$ cat src/rtl/sample_dispatch_if.sv
// Sample dispatch handshake bundle: loader input, filter output, batch control and occupancy.
// master = host/loader/filter side, slave = sample_dispatch.
interface sample_dispatch_if #(
  parameter int DATA_W = 16,
  parameter int DEPTH  = 4
);
  localparam int CNT_W = $clog2(DEPTH) + 1;

  logic              clear;
  logic [DATA_W-1:0] in_data;
  logic              in_valid;
  logic              in_ready;
  logic [DATA_W-1:0] out_data;
  logic              out_valid;
  logic              out_ready;
  logic              cnt_up;
  logic              batch_done;
  logic              batch_ack;
  logic [CNT_W-1:0]  fifo_count;

  modport master (
    output clear, in_data, in_valid, out_ready, batch_ack,
    input  in_ready, out_data, out_valid, cnt_up, batch_done, fifo_count
  );

  modport slave (
    input  clear, in_data, in_valid, out_ready, batch_ack,
    output in_ready, out_data, out_valid, cnt_up, batch_done, fifo_count
  );
endinterface

$ cat src/rtl/sample_dispatch.sv
// Sample FIFO feeding the filter, with per-transfer cnt_up and batch hold/ack.
// Optional SAMPLE_DISPATCH_STATS_EN adds batch_total (completed batches, cleared by rst only).
module sample_dispatch #(
  parameter int DATA_W = 16,
  parameter int DEPTH  = 4,
  parameter int BATCH  = 1000
) (
  input  logic              clk,
  input  logic              rst,
  sample_dispatch_if.slave  bus
`ifdef SAMPLE_DISPATCH_STATS_EN
  ,
  output logic [15:0]       batch_total
`endif
);
  localparam int AW    = $clog2(DEPTH);
  localparam int CNT_W = AW + 1;
  localparam int BW    = $clog2(BATCH + 1);
  localparam logic [BW-1:0] BATCH_LAST = BW'(BATCH - 1);

  typedef enum logic {RUN, HOLD} state_e;

  state_e            state_q;
  logic [BW-1:0]     bcnt_q;
  logic              batch_done_q;
  logic [DATA_W-1:0] mem_q [DEPTH];
  logic [AW-1:0]     wr_ptr_q, rd_ptr_q;
  logic [CNT_W-1:0]  count_q;

  logic flush, push, pop, out_valid, in_ready, batch_end;

  assign flush     = rst | bus.clear;
  assign in_ready  = (count_q != CNT_W'(DEPTH));
  assign out_valid = (count_q != '0) && (state_q == RUN);
  assign push      = bus.in_valid && in_ready;
  assign pop       = out_valid && bus.out_ready;
  assign batch_end = pop && (bcnt_q == BATCH_LAST);

  assign bus.in_ready   = in_ready;
  assign bus.out_valid  = out_valid;
  assign bus.out_data   = mem_q[rd_ptr_q];
  assign bus.cnt_up     = pop;
  assign bus.batch_done = batch_done_q;
  assign bus.fifo_count = count_q;

  // Storage has no reset; a flushed push may still write, but the pointers discard it.
  always_ff @(posedge clk) begin
    if (push) mem_q[wr_ptr_q] <= bus.in_data;
  end

  always_ff @(posedge clk) begin
    if (flush) begin
      wr_ptr_q <= '0;
      rd_ptr_q <= '0;
      count_q  <= '0;
    end else begin
      if (push) wr_ptr_q <= wr_ptr_q + AW'(1);
      if (pop)  rd_ptr_q <= rd_ptr_q + AW'(1);
      case ({push, pop})
        2'b10:   count_q <= count_q + CNT_W'(1);
        2'b01:   count_q <= count_q - CNT_W'(1);
        default: count_q <= count_q;
      endcase
    end
  end

  always_ff @(posedge clk) begin
    if (flush) begin
      state_q      <= RUN;
      bcnt_q       <= '0;
      batch_done_q <= 1'b0;
    end else begin
      case (state_q)
        RUN: begin
          if (batch_end) begin
            bcnt_q       <= '0;
            state_q      <= HOLD;
            batch_done_q <= 1'b1;
          end else if (pop) begin
            bcnt_q <= bcnt_q + BW'(1);
          end
        end
        HOLD: begin
          if (bus.batch_ack) begin
            state_q      <= RUN;
            batch_done_q <= 1'b0;
          end
        end
        default: begin
          state_q      <= RUN;
          batch_done_q <= 1'b0;
        end
      endcase
    end
  end

`ifdef SAMPLE_DISPATCH_STATS_EN
  logic [15:0] batch_total_q;

  // A batch-ending pop coincident with clear does not enter HOLD, so it is not counted.
  always_ff @(posedge clk) begin
    if (rst) begin
      batch_total_q <= '0;
    end else if (!bus.clear && batch_end) begin
      batch_total_q <= batch_total_q + 16'd1;
    end
  end

  assign batch_total = batch_total_q;
`endif
endmodule

$ cat src/flat_wrapper.sv
// flat-port wrapper written by rule: the top's interface ports become plain ports
module sample_dispatch_flat 
#(
  parameter int DATA_W = 16,
  parameter int DEPTH  = 4,
  parameter int BATCH  = 1000
)
  (clk, rst, bus_clear, bus_in_data, bus_in_valid, bus_out_ready, bus_batch_ack, bus_in_ready, bus_out_data, bus_out_valid, bus_cnt_up, bus_batch_done, bus_fifo_count);
  sample_dispatch_if #(.DATA_W(DATA_W), .DEPTH(DEPTH)) bus_i ();
  input  logic clk;
  input  logic rst;
  input wire logic [$bits(bus_i.clear)-1:0] bus_clear;
  input wire logic [$bits(bus_i.in_data)-1:0] bus_in_data;
  input wire logic [$bits(bus_i.in_valid)-1:0] bus_in_valid;
  input wire logic [$bits(bus_i.out_ready)-1:0] bus_out_ready;
  input wire logic [$bits(bus_i.batch_ack)-1:0] bus_batch_ack;
  output wire logic [$bits(bus_i.in_ready)-1:0] bus_in_ready;
  output wire logic [$bits(bus_i.out_data)-1:0] bus_out_data;
  output wire logic [$bits(bus_i.out_valid)-1:0] bus_out_valid;
  output wire logic [$bits(bus_i.cnt_up)-1:0] bus_cnt_up;
  output wire logic [$bits(bus_i.batch_done)-1:0] bus_batch_done;
  output wire logic [$bits(bus_i.fifo_count)-1:0] bus_fifo_count;
  assign bus_i.clear = bus_clear;
  assign bus_i.in_data = bus_in_data;
  assign bus_i.in_valid = bus_in_valid;
  assign bus_i.out_ready = bus_out_ready;
  assign bus_i.batch_ack = bus_batch_ack;
  assign bus_in_ready = bus_i.in_ready;
  assign bus_out_data = bus_i.out_data;
  assign bus_out_valid = bus_i.out_valid;
  assign bus_cnt_up = bus_i.cnt_up;
  assign bus_batch_done = bus_i.batch_done;
  assign bus_fifo_count = bus_i.fifo_count;
  sample_dispatch #(.DATA_W(DATA_W), .DEPTH(DEPTH), .BATCH(BATCH)) u_core (.clk(clk), .rst(rst), .bus(bus_i));
endmodule
$ cat config.mk
export PLATFORM = sky130hd
export DESIGN_NAME = sample_dispatch_flat
export DESIGN_NICKNAME = d
export VERILOG_FILES = /design/src/rtl/sample_dispatch_if.sv /design/src/rtl/sample_dispatch.sv /design/src/flat_wrapper.sv
export SDC_FILE = /design/constraint.sdc
export NUM_CORES = 1
export LEC_CHECK = 0
export BUFFER_PORTS_ARGS = -buffer_cell sky130_fd_sc_hd__clkbuf_2
export CAP_MARGIN = 10
export CELL_PAD_IN_SITES_DETAIL_PLACEMENT = 0
export CELL_PAD_IN_SITES_GLOBAL_PLACEMENT = 1
export CORE_MARGIN = 1.5
export CORE_UTILIZATION = 35
export DETAILED_ROUTE_END_ITERATION = 6
export PLACE_DENSITY_LB_ADDON = 0.1
export REMOVE_ABC_BUFFERS = 1
export SYNTH_ARGS = -nofsm -noshare
export SYNTH_HDL_FRONTEND = slang
export SYNTH_SLANG_ARGS = --single-unit
$ cat constraint.sdc
create_clock -name clk -period 3 [get_ports clk]
set_input_delay 0 -clock clk [delete_from_list [all_inputs] [get_ports clk]]
set_output_delay 0 -clock clk [all_outputs]
set_load 0.05 [all_outputs]
=== Yosys cells after proc, flatten, opt, wreduce, memory -nomap -nowiden ===
Memory sizes are Yosys's and may differ from the RTL's. A register that Yosys moved wholly into a read port is not among the register bits.
Index checks and enable logic that the tools add are counted.

* Register bits: 19
* Memory bits (writable): 64
* Input bits: 22
* Output and inout port bits: 23
* Memories: 1

{| class="wikitable"
|+ Memory list
! name !! words !! bits a word !! rd ports !! clocked after memory_dff !! wr ports !! line !! source
|-
| u_core.mem_q || 4 || 16 || 1 || 1 || 1 || sample_dispatch.sv:26 || <nowiki>logic [DATA_W-1:0] mem_q [DEPTH];</nowiki>
|}

* Add/subtract/negate cells: 5
* Eq/ne operators: 6
* Multiplexer cells: 13
* Bitwise gates (word level): 2
* Reductions and logical operators: 9

{| class="wikitable"
|+ Operators by type and width
! kind !! count
|-
| $mux 10 || 2
|-
| $add 10x1->10 const B || 1
|-
| $eq 10x10->1 const B || 1
|-
| $mux 1 || 6
|-
| $pmux 3 s2 || 1
|-
| $add 2x1->2 const B || 2
|-
| $logic_and 1x1->1 || 4
|-
| $mux 2 || 2
|-
| $pmux 1 s2 || 2
|-
| $reduce_and 2->1 || 2
|-
| $reduce_bool 2->1 || 2
|-
| $add 3x1->3 const B || 1
|-
| $ne 3x3->1 const B || 1
|-
| $reduce_bool 3->1 || 1
|-
| $sub 3x1->3 const B || 1
|-
| $eq 2x1->1 const B || 1
|-
| $eq 2x2->1 const B || 1
|-
| $ne 2x1->1 const B || 1
|-
| $ne 2x2->1 const B || 1
|-
| $not 1->1 || 1
|-
| $or 1x1->1 || 1
|}

=== Depth between registers and ports, before layout ===
Gate-level depths: netlist of the first run.

* Word-level depth: 6
* Mapped depth: 9
* Gate-level depth less buffers: 9

=== Worst setup path before layout of the first run ===
Ideal clock, no wire load.

* Path kind: reg-to-reg
* Start: register u_core.count_q[0], in the netlist u_core.bus.fifo_count[0]
* End: register u_core.count_q[2], in the netlist u_core.bus.fifo_count[2]
* Library setup time: 0.071 ns
* Arrival time: 3.045 ns
* Required time: 2.929 ns
* Slack: -0.116 ns
* Cell stages (with the launch flop): 9
* Buffers on the path: 0
* Clock period less this slack: 3.116 ns
* Cell sequence: dfxtp_1 -> nor3_2 -> nor2_1 -> ha_1 -> inv_1 -> fa_1 -> xor2_1 -> or3_1 -> a21oi_1

* Word-level cells in the longest chain between the ends: 5
* Elaborated cells on any way between the ends: 11

{| class="wikitable"
|+ RTL lines
! item !! line !! source
|-
| start, declared || sample_dispatch.sv:28 || <nowiki>logic [CNT_W-1:0] count_q;</nowiki>
|-
| start signal, assigned || sample_dispatch.sv:60 || <nowiki>2'b10: count_q <= count_q + CNT_W'(1);</nowiki>
|-
| start signal, assigned || sample_dispatch.sv:61 || <nowiki>2'b01: count_q <= count_q - CNT_W'(1);</nowiki>
|-
| start signal, assigned || sample_dispatch.sv:62 || <nowiki>default: count_q <= count_q;</nowiki>
|-
| $reduce_bool 3->1 (*) || sample_dispatch.sv:34 || <nowiki>assign out_valid = (count_q != '0) && (state_q == RUN);</nowiki>
|-
| $logic_and 1x1->1 (*) || sample_dispatch.sv:34 ||
|-
| $logic_and 1x1->1 (*) || sample_dispatch.sv:36 || <nowiki>assign pop = out_valid && bus.out_ready;</nowiki>
|-
| via bus_cnt_up || flat_wrapper.sv:20 || <nowiki>output wire logic [$bits(bus_i.cnt_up)-1:0] bus_cnt_up;</nowiki>
|-
| $eq 2x1->1 or $eq 2x2->1 (tied branches) || sample_dispatch.sv:59 || <nowiki>case ({push, pop})</nowiki>
|-
| $pmux 3 s2 or $reduce_bool 2->1 (tied branches) || - ||
|}

Mark *: on every way through the listed nets, which the timed path passes. The rest lies on a longest branch.
A chain may end at the register's enable or synchronous reset.

=== Worst setup path after layout of the first run ===
* Start: register u_core.count_q[2], in the netlist u_core.bus.fifo_count[2]
* End: register u_core.count_q[2], in the netlist u_core.bus.fifo_count[2]

* Word-level cells in the longest chain between the ends: 5
* Elaborated cells on any way between the ends: 11

{| class="wikitable"
|+ RTL lines
! item !! line
|-
| $reduce_bool 3->1 || sample_dispatch.sv:34
|-
| $logic_and 1x1->1 || sample_dispatch.sv:34
|-
| $logic_and 1x1->1 || sample_dispatch.sv:36
|-
| $eq 2x1->1 or $eq 2x2->1 (tied branches) || sample_dispatch.sv:59
|-
| $pmux 3 s2 or $reduce_bool 2->1 (tied branches) || -
|}

Parallel ways exist; a longest one is shown, timed or not.

==> results.ini, run 1 <==
[global_routing]
grt_pass1_vias=1873
antenna_found_initial=0
grt_overflow=0
grt_usage=0.125
grt_max_degree=17
grt_pass1_wl_microns=9470

[synthesis]
syn_area_sq_um=3320
synth_top_family_by_area=multiplexers
synth_common_cells=edfxtp_1 (64), dfxtp_1 (21), mux4_2 (16), nor2_1 (16)
synth-simple-area-share=0.0856
synth_top_area_share=0.579
avgSynthCellArea_sq_um=16.9
synth-edff-count=64
syn_inst=196
synth_ff_type=edfxtp_1
synthXorXnorAreaFrac=0.0317
yosys_warnings=0
async_reset_ff_frac=0
yosysTopAreaCell=edfxtp_1
yosysSeqAreaShare=0.706
muxShareOfSynthArea=0.109
synth_cell_types=34
synth_adder_area_share=0.0287
yosysMostFrequentCell=edfxtp_1
ys_top_cells_by_area=edfxtp_1 (58%), dfxtp_1 (13%), mux4_2 (11%), ha_1 (2.3%), nor2_1 (1.8%)
synth_compound_area_frac=0.0219
ys_ff_latch=85

[clocking]
cts_hold_buf=17
cts_tree=done
clock_sinks=85
cts_made_buffers=9
cts-root-buf=clkbuf_8
post_cts_buffers=0
cts.path.max_buffers=2
cts_resized=0
htreeDepth=3
clk_latency_ps=340
clkTransAtPathRegs_ps=80

[floorplanning]
ios=45
row_count=35
dieArea_sq_um=10100
initial_utilization=0.361
die_x_microns=100
core_sq_um=9200
die_h_microns=100

[placed_design]
portBuffers=44
hpwlAfterDp_microns=3640
post-place-ws_ps=589
dp_cells=347
gp_congestion=0.765

[setup_path]
cp-end-kind=register
crit_top_cell=inv_1
crit_arrival_ps=2690
worstSetupPathType=register to register
crit_chain=or3b_1 > and2_1 > inv_1 > ha_1 > inv_1 > fa_1 > xor2_1 > or3_1 > a21oi_1
critPathSlowestCell=or3b_1
cp_top_family=simple AND/OR/NAND/NOR gates
cp_num_buf_inv=2
cp.required_ps=3270
crit_path_start_kind=register
cp_max_fo=6
critPathMaxStageDelay_ps=440

[cells_and_area]
area_delta_synth_final_pct=21.4
fillers=858
seq_area_sq_um=2340
final_net_count=293
instances_no_fill=380
multi_input_area_sq_um=917
antennaDiodeCount=0
drive_gt1_frac=0.309

[pwr]
peakVddDrop_v=0.000225
p_per_area_nw_per_um2=571
leakage_nw=1.38

[timing]
drv_slew=0
min_period_ps=2410
fin_skew_ps=5.81
fmax_mhz=415
setup_viol=0
fin_crit_sh=0.804
max_slew.worst_pin.slew_ps=909
slew_headroom=0.394
setup_ws_ps=588
rsz0062_at_grt=no
hold_viol_final=0

[drt]
ant_nets=0
vias=1796
drt_iter0_drc=58
wl_per_cell_microns=14.9
viasPerCell=4.73
finalWirelength_microns=5660
drc=0
drt_first_pass_iters=4

[run_status]
status=finished, final reports clean

[hold_path]
hold_path_class=input port to register

[run]
drv_cap=0

-- layout by cell type, fill, tap and decap left out, types with 4 or more instances in the layout --
cell type and instances:
edfxtp_1 64, clkbuf_2 44, dfxtp_1 21, dlygate4sd3_1 17, nor2_1 16, mux4_2 16
clkbuf_8 9, inv_1 7, a21oi_1 7, xnor2_1 6, xor2_1 6, ha_1 6
and3_1 5, nand2_1 5, nand3_1 4
-- path summary, 6_finish.rpt --
kind / startpoint / endpoint / slack, ps / cells past startpoint
max: u_core.bus.fifo_count[2] / u_core.bus.fifo_count[2] / 590 / 9
max reg2reg: u_core.bus.fifo_count[2] / u_core.bus.fifo_count[2] / 590 / 9
min: rst / u_core.bus.batch_done / 90 / 3
min reg2reg: u_core.bus.batch_done / u_core.bus.batch_done / 470 / 2
-- power by group --
| part | switching [W] | total (W) | leakage (nW) | internal, W |
|---|---|---|---|---|
| logic | 0.000139 | 0.000211 | 0.532 | 0.0000713 |
| registers | 0.00000938 | 0.00130 | 0.757 | 0.00129 |
| clock network | 0.000398 | 0.000789 | 0.0895 | 0.000391 |
-- registers in the layout, indices dropped and copies added, names as in the netlist, named ones only --
name                   flops
u_core.bcnt_q             10
u_core.bus.batch_done      1
u_core.mem_q              64
u_core.bus.fifo_count      3
u_core.rd_ptr_q            2
u_core.wr_ptr_q            2
u_core.state_q             1
-- worst min-delay path: cells and delay by family --
| kind | cells | cell delay, ps |
|---|---|---|
| AO/OA/AOI/OAI | 1 | 50 |
| AND/OR/NAND/NOR | 1 | 260 |
| buffers and inverters | 1 | 70 |
-- kinds of logic (layout without fill, tap and decap cells) --
kind of cell,count (synthesis),count (layout)
compound gates,12,12
mux,16,16
flops,85,85
simple gates,51,51
buf+inv,13,86
fa+ha+maj,7,7
xor+xnor,12,12
-- metal layers --
metal  global-route usage  vias up  wire length [microns]
li1                     -      881                      -
met1                0.161      875                   2600
met2                0.202       31                   2790
met3               0.0286        9                    190
met4               0.0585        0                     83
met5                    0        -                      0
-- per-stage QoR --
step / power (W) / hold WS, ps / utilization / TNS, ps / instance area [sq um]
3_5_place_dp: 0.00152 / 212 / 0.398 / 0 / 3660
4_1_cts: 0.00234 / 75.4 / 0.438 / 0 / 4030
5_1_grt: 0.00239 / 115 / 0.438 / 0 / 4030
2_1_floorplan: 0.00146 / 93.9 / - / -115 / 3290
6_report: 0.00230 / 93.6 / 0.438 / 0 / 4030
3_3_place_gp: 0.00152 / 216 / 0.398 / 0 / 3660
-- layout make-up --
class,count,area share
Timing Repair Buffer,63,0.101
Tap cell,111,0.0345
Sequential cell,85,0.582
Multi-Input combinational cell,98,0.228
Clock buffer,10,0.0317
Clock inverter,6,0.0174
Inverter,7,0.00652
Power figures use the tool's default switching activity.
==> run 2, diff against run 1 <==
==> constraint.sdc (replaced) <==
create_clock -name clk -period 2.2 [get_ports clk]
set_input_delay 0 -clock clk [delete_from_list [all_inputs] [get_ports clk]]
set_output_delay 0 -clock clk [all_outputs]
set_load 0.05 [all_outputs]
==> run 2 against run 1 <==
Flip-flop and latch count stayed put. Setup slack worse by 490 ps. Global-route usage is 0.15 points higher. Cell area is 2.1% higher.
==> results.ini, run 2 (synthesis results as in run 1) <==
[clocking]
clock_sinks=85  ; unchanged
clkTransAtPathRegs_ps=90  ; about the same
cts_made_buffers=9  ; unchanged
cts.path.max_buffers=2  ; unchanged
htreeDepth=3  ; unchanged
cts_tree=done
cts-root-buf=clkbuf_8
post_cts_buffers=0  ; unchanged
clk_latency_ps=360  ; +20 ps

[placed_design]
placed_cell_area_sq_um=3720  ; +1.6%
portBuffers=44  ; unchanged
hpwlAfterDp_microns=3580  ; -1.5%
gp_congestion=0.746  ; -2.5%
dp_cells=355  ; +2.3%

[setup_path]
ff2ff_setup_slack_ps=100  ; -490 ps
cp_num_cells=9  ; unchanged
rr_worst_depth=9  ; unchanged
crit_arrival_ps=2390  ; -300 ps
critPathMaxStageDelay_ps=390  ; -50 ps
critPathSlowestCell=or3b_4
crit_start=u_core.bus.fifo_count[1]
setup.worst_path.end=u_core.bus.fifo_count[2]
crit_chain=or3b_4 > and2_4 > inv_2 > ha_2 > inv_1 > fa_2 > xor2_1 > or3_1 > a21oi_1
rr_startpoint=u_core.bus.fifo_count[1]
cp_top_family=simple AND/OR/NAND/NOR gates
cp.required_ps=2490  ; -780 ps
cp_max_fo=2  ; -4
r2r-end=u_core.bus.fifo_count[2]
worstSetupPathType=register to register
cp_num_buf_inv=2  ; unchanged
cp-end-kind=register
crit_path_start_kind=register

[drt]
ant_nets=0  ; unchanged
drt_iter0_drc=32  ; -45%
viasPerCell=4.71  ; -0.37%
vias=1827  ; +1.7%
drt_first_pass_iters=4  ; unchanged
wl_per_cell_microns=14.6  ; -2.0%
drc=0  ; unchanged
finalWirelength_microns=5670  ; about the same

[global_routing]
antenna_found_initial=0  ; unchanged
grt_usage=0.127  ; +0.00149
grt_overflow=0  ; unchanged
grt_pass1_vias=1900  ; +1.4%
grt_max_degree=18  ; +1
grt_pass1_wl_microns=9460  ; about the same

[run_status]
status=finished, final reports clean

[cells_and_area]
antennaDiodeCount=0  ; unchanged
fillers=842  ; -1.9%
top_register=u_core.mem_q
final_net_count=301  ; +2.7%
drive_gt1_frac=0.354  ; +0.0452
final_area_sq_um=4110  ; +2.1%
layout_common_cells=edfxtp_1 (64), clkbuf_2 (44), dfxtp_1 (20)
final_core_util=0.447  ; +0.00912
instances_no_fill=388  ; +2.1%
final_common_cell=edfxtp_1
area_delta_synth_final_pct=23.9
largest_reg_flops=64  ; unchanged

[pwr]
clock_power_share=0.359  ; +0.016
p_total_w=0.00323  ; +41%
p_int_w=0.00242  ; +38%
leakage_nw=1.44  ; +4.3%
switchingPower_w=0.000812  ; +48%
p_per_area_nw_per_um2=786  ; +38%
pwr-share-seq=0.548  ; -0.017
p_comb_frac=0.093  ; about the same
swShare=0.251  ; +0.0134
peakVddDrop_v=0.000333  ; +48%

[hold_path]
hold_path_class=input port to register

[floorplanning]
dieArea_sq_um=10100  ; unchanged
die_h_microns=100  ; unchanged
ios=45  ; unchanged
initial_utilization=0.361  ; unchanged
core_sq_um=9200  ; unchanged
row_count=35  ; unchanged
die_x_microns=100  ; unchanged

[timing]
slew_headroom=0.427  ; +0.0337
fmax_mhz=476  ; +15%
max_slew.worst_pin.slew_ps=859  ; -50.5 ps
drv_slew=0  ; unchanged
fin_skew_ps=9.95  ; +4.14 ps
setup_tns_ps=0  ; unchanged
setup_viol=0  ; unchanged
min_period_ps=2100  ; -312 ps
fin_crit_sh=0.955  ; +0.151
hold_viol_final=0  ; unchanged

[run]
drv_cap=0  ; unchanged

-- run 2: metal layers --
metal	GRT usage	wire length [microns]
met1	0.153	2560
met2	0.214	2800
met3	0.0397	206
met4	0.0488	95
met5	0	0
-- run 2: worst min path at each step --
stage,slack [ps],from,end,depth (start not counted)
2_1_floorplan,90,bus_batch_ack,u_core.bus.batch_done,1
3_3_place_gp,220,bus_batch_ack,u_core.bus.batch_done,2
3_5_place_dp,210,bus_batch_ack,u_core.bus.batch_done,2
4_1_cts,80,rst,u_core.bus.batch_done,3
5_1_grt,100,bus_clear,u_core.bus.batch_done,3
6_report,80,rst,u_core.bus.batch_done,3
-- run 2: through the flow --
step                hold WS [ps]  setup WS, ps
finish                      82.8          99.8
global placement             216          42.7
global route                 103        -0.520
floorplan                   93.9          -915
CTS                         78.3          7.39
detailed placement           208          37.9
-- run 2: power by group through the flow --
stage / sequential (W) / combinational (W) / clock [W]
3_3_place_gp: 0.00181 / 0.000281 / 0
4_1_cts: 0.00177 / 0.000305 / 0.00120
5_1_grt: 0.00177 / 0.000326 / 0.00127
2_1_floorplan: 0.00182 / 0.000177 / 0
3_5_place_dp: 0.00181 / 0.000280 / 0
6_report: 0.00177 / 0.000302 / 0.00116
-- run 2: repair_timing --
action                                  CTS  global route
endpoints found under the setup margin    0             1
hold buffers                             17             0
endpoints found under the hold margin    66             0
gates resized for setup                   0             6
-- run 2: cell type report --
| cell class | count | area, sq um | share of cell area |
|---|---|---|---|
| multi-input cells | 98 | 927 | 0.226 |
| flip-flops and latches | 85 | 2340 | 0.570 |
| clock buffers | 9 | 124 | 0.0301 |
| well taps | 111 | 139 | 0.0338 |
| repair buffers | 71 | 465 | 0.113 |
| clock inverters | 7 | 86.3 | 0.0210 |
| inverters | 7 | 26.3 | 0.00639 |
-- run 2: worst reg2reg max path, stage by stage, from the launching register on --
cell and delay (ps):
dfxtp_2 330, or3b_4 390, and2_4 170, inv_2 50, ha_2 160, inv_1 50, fa_2 330, xor2_1 150
or3_1 300, a21oi_1 120
==> run 3, diff against run 2 <==
==> constraint.sdc (replaced) <==
create_clock -name clk -period 2.2 [get_ports clk]
set_input_delay 0.11 -clock clk [delete_from_list [all_inputs] [get_ports clk]]
set_output_delay 0.11 -clock clk [all_outputs]
set_load 0.05 [all_outputs]
==> run 3 against run 2 <==
Core utilization about the same. Cell area barely moved. Worst hold slack better by 130 ps. Via count increased by 0.22%. Flip-flop and latch count unchanged. First-iteration DRC count grew 110%. Sequential share of layout area about the same. Clock power hardly changed. Clock skew shrank 1.7 ps.
==> results.ini, run 3 (synthesis results as in run 1) <==
[run_status]
status=finished, final reports clean

[cells_and_area]
top_register=u_core.mem_q
final_net_count=301  ; unchanged
largest_reg_flops=64  ; unchanged
area_delta_synth_final_pct=24.0  ; about the same
layout_common_cells=edfxtp_1 (64), clkbuf_2 (44), dfxtp_1 (20)
final_common_cell=edfxtp_1
multi_input_area_sq_um=927  ; unchanged
drive_gt1_frac=0.347  ; -0.00722
antennaDiodeCount=0  ; unchanged
final_core_util=0.447  ; about the same
fillers=832  ; -1.2%
seq_area_sq_um=2340  ; unchanged

[timing]
min_period_ps=2110  ; +11.7 ps
setup_tns_ps=0  ; unchanged
fin_crit_sh=0.960  ; +0.00531
fmax_mhz=474  ; -0.55%
max_slew.worst_pin.slew_ps=883  ; +24.0 ps
hold_viol_final=0  ; unchanged
setup_ws_ps=88.1  ; -11.7 ps
drv_slew=0  ; unchanged
slew_headroom=0.411  ; -0.0160
whs_ps=214  ; +131 ps
fin_skew_ps=8.26  ; -1.69 ps
setup_viol=0  ; unchanged

[clocking]
cts.path.max_buffers=2  ; unchanged
clkTransAtPathRegs_ps=80  ; about the same
htreeDepth=3  ; unchanged
cts_made_buffers=9  ; unchanged
cts-root-buf=clkbuf_8
clock_sinks=85  ; unchanged
cts_tree=done
clk_latency_ps=340  ; -20 ps

[global_routing]
grt_pass1_wl_microns=9560  ; +1.0%
grt_overflow=0  ; unchanged
use_met2=0.209  ; -0.00471
gr-max-usage-layer=met2
grt_usage=0.126  ; -0.000941
met1_usage=0.159  ; +0.00628
grt_max_degree=17  ; -1
met3_usage=0.0383  ; -0.00139
antenna_found_initial=0  ; unchanged
grt_pass1_vias=1897  ; -0.16%

[floorplanning]
dieArea_sq_um=10100  ; unchanged
core_sq_um=9200  ; unchanged
ios=45  ; unchanged
die_x_microns=100  ; unchanged
die_h_microns=100  ; unchanged
row_count=35  ; unchanged
initial_utilization=0.361  ; unchanged

[placed_design]
portBuffers=44  ; unchanged
gp_congestion=0.743  ; -0.39%
hpwlAfterDp_microns=3580  ; -0.18%
post-place-ws_ps=30.2  ; -7.69 ps

[setup_path]
rr_startpoint=u_core.bus.fifo_count[1]
worstSetupPathType=register to register
cp-end-kind=register
crit_arrival_ps=2390  ; about the same
r2r-end=u_core.bus.fifo_count[2]
cp.required_ps=2480  ; about the same
rr_worst_depth=9  ; unchanged
crit_path_start_kind=register
cp_max_fo=2  ; unchanged
ff2ff_setup_slack_ps=90  ; about the same

[pwr]
leakage_nw=1.44  ; about the same
peakVddDrop_v=0.000304  ; -8.6%
p_per_area_nw_per_um2=790  ; +0.48%
p_total_w=0.00325  ; +0.54%

[drt]
viasPerCell=4.72  ; +0.22%
vias=1831  ; +0.22%
finalWirelength_microns=5730  ; +1.1%
ant_nets=0  ; unchanged
wl_per_cell_microns=14.8  ; +1.1%
drt_first_pass_iters=4  ; unchanged
drt_iter0_drc=68  ; +110%
drc=0  ; unchanged

[hold_path]
hold_path_class=input port to register
min-delay-start=rst
min_path_cells=3  ; unchanged
hold_path_end=u_core.bus.fifo_count[2]

[run]
drv_cap=0  ; unchanged

-- run 3: cell count changes in the layout (fill, tap and decap cells not counted), sizes merged --
cell	previous run	this run
inv	12	8
clkinv	0	3
bufinv	1	2
-- run 3: worst max-delay path, stage by stage (launching register included) --
cell and delay [ps]:
dfxtp_2 330, or3b_4 390, and2_4 170, inv_2 50
ha_2 170, inv_1 50, fa_2 330, xor2_1 150
or3_1 300, a21oi_1 110
-- run 3: cell type report --
type,instances,share of cell area
Inverter,7,0.00639
Sequential cell,85,0.570
Clock buffer,9,0.0301
Multi-Input combinational cell,98,0.225
Timing Repair Buffer,71,0.113
Clock inverter,7,0.0216
Tap cell,111,0.0338
-- run 3: routing by layer --
| layer | wire [microns] | part of all wire | vias to the layer above |
|---|---|---|---|
| li1 | - | - | 900 |
| met1 | 2690 | 0.47 | 892 |
| met2 | 2800 | 0.49 | 35 |
| met3 | 189 | 0.033 | 4 |
| met4 | 51 | 0.0089 | 0 |
| met5 | 0 | 0 | - |
-- run 3: where the power goes --
| part | total (W) | switching [W] | internal [W] | leakage [nW] |
|---|---|---|---|---|
| Clock | 0.00118 | 0.000543 | 0.000634 | 0.105 |
| Sequential | 0.00177 | 0.00000982 | 0.00176 | 0.758 |
| Combinational | 0.000302 | 0.000195 | 0.000107 | 0.576 |
| Total | 0.00325 | 0.000748 | 0.00250 | 1.44 |
-- run 3: repair_timing --
action / in CTS / in global routing
buffers inserted: 0 / 0
endpoints found under the hold margin: 65 / 0
setup endpoints to repair: 0 / 1
hold buffers: 17 / 0
gates resized for setup: 0 / 6
-- run 3: stage by stage --
step	instance area, sq um	std cells
after floorplan	3290	190
after global placement	3720	355
after detailed placement	3720	355
after CTS	4100	388
after global routing	4110	388
final	4110	388
-- run 3: how the worst max path moves through the flow --
| stage | startpoint | endpoint |
|---|---|---|
| detailed placement | u_core.bus.fifo_count[0] | u_core.bus.fifo_count[2] |
| CTS | u_core.bus.fifo_count[0] | u_core.bus.fifo_count[2] |
| floorplan | u_core.bus.fifo_count[0] | u_core.bus.fifo_count[2] |
| global route | u_core.bus.fifo_count[1] | u_core.bus.fifo_count[2] |
| finish | u_core.bus.fifo_count[1] | u_core.bus.fifo_count[2] |
| global placement | u_core.bus.fifo_count[0] | u_core.bus.fifo_count[2] |
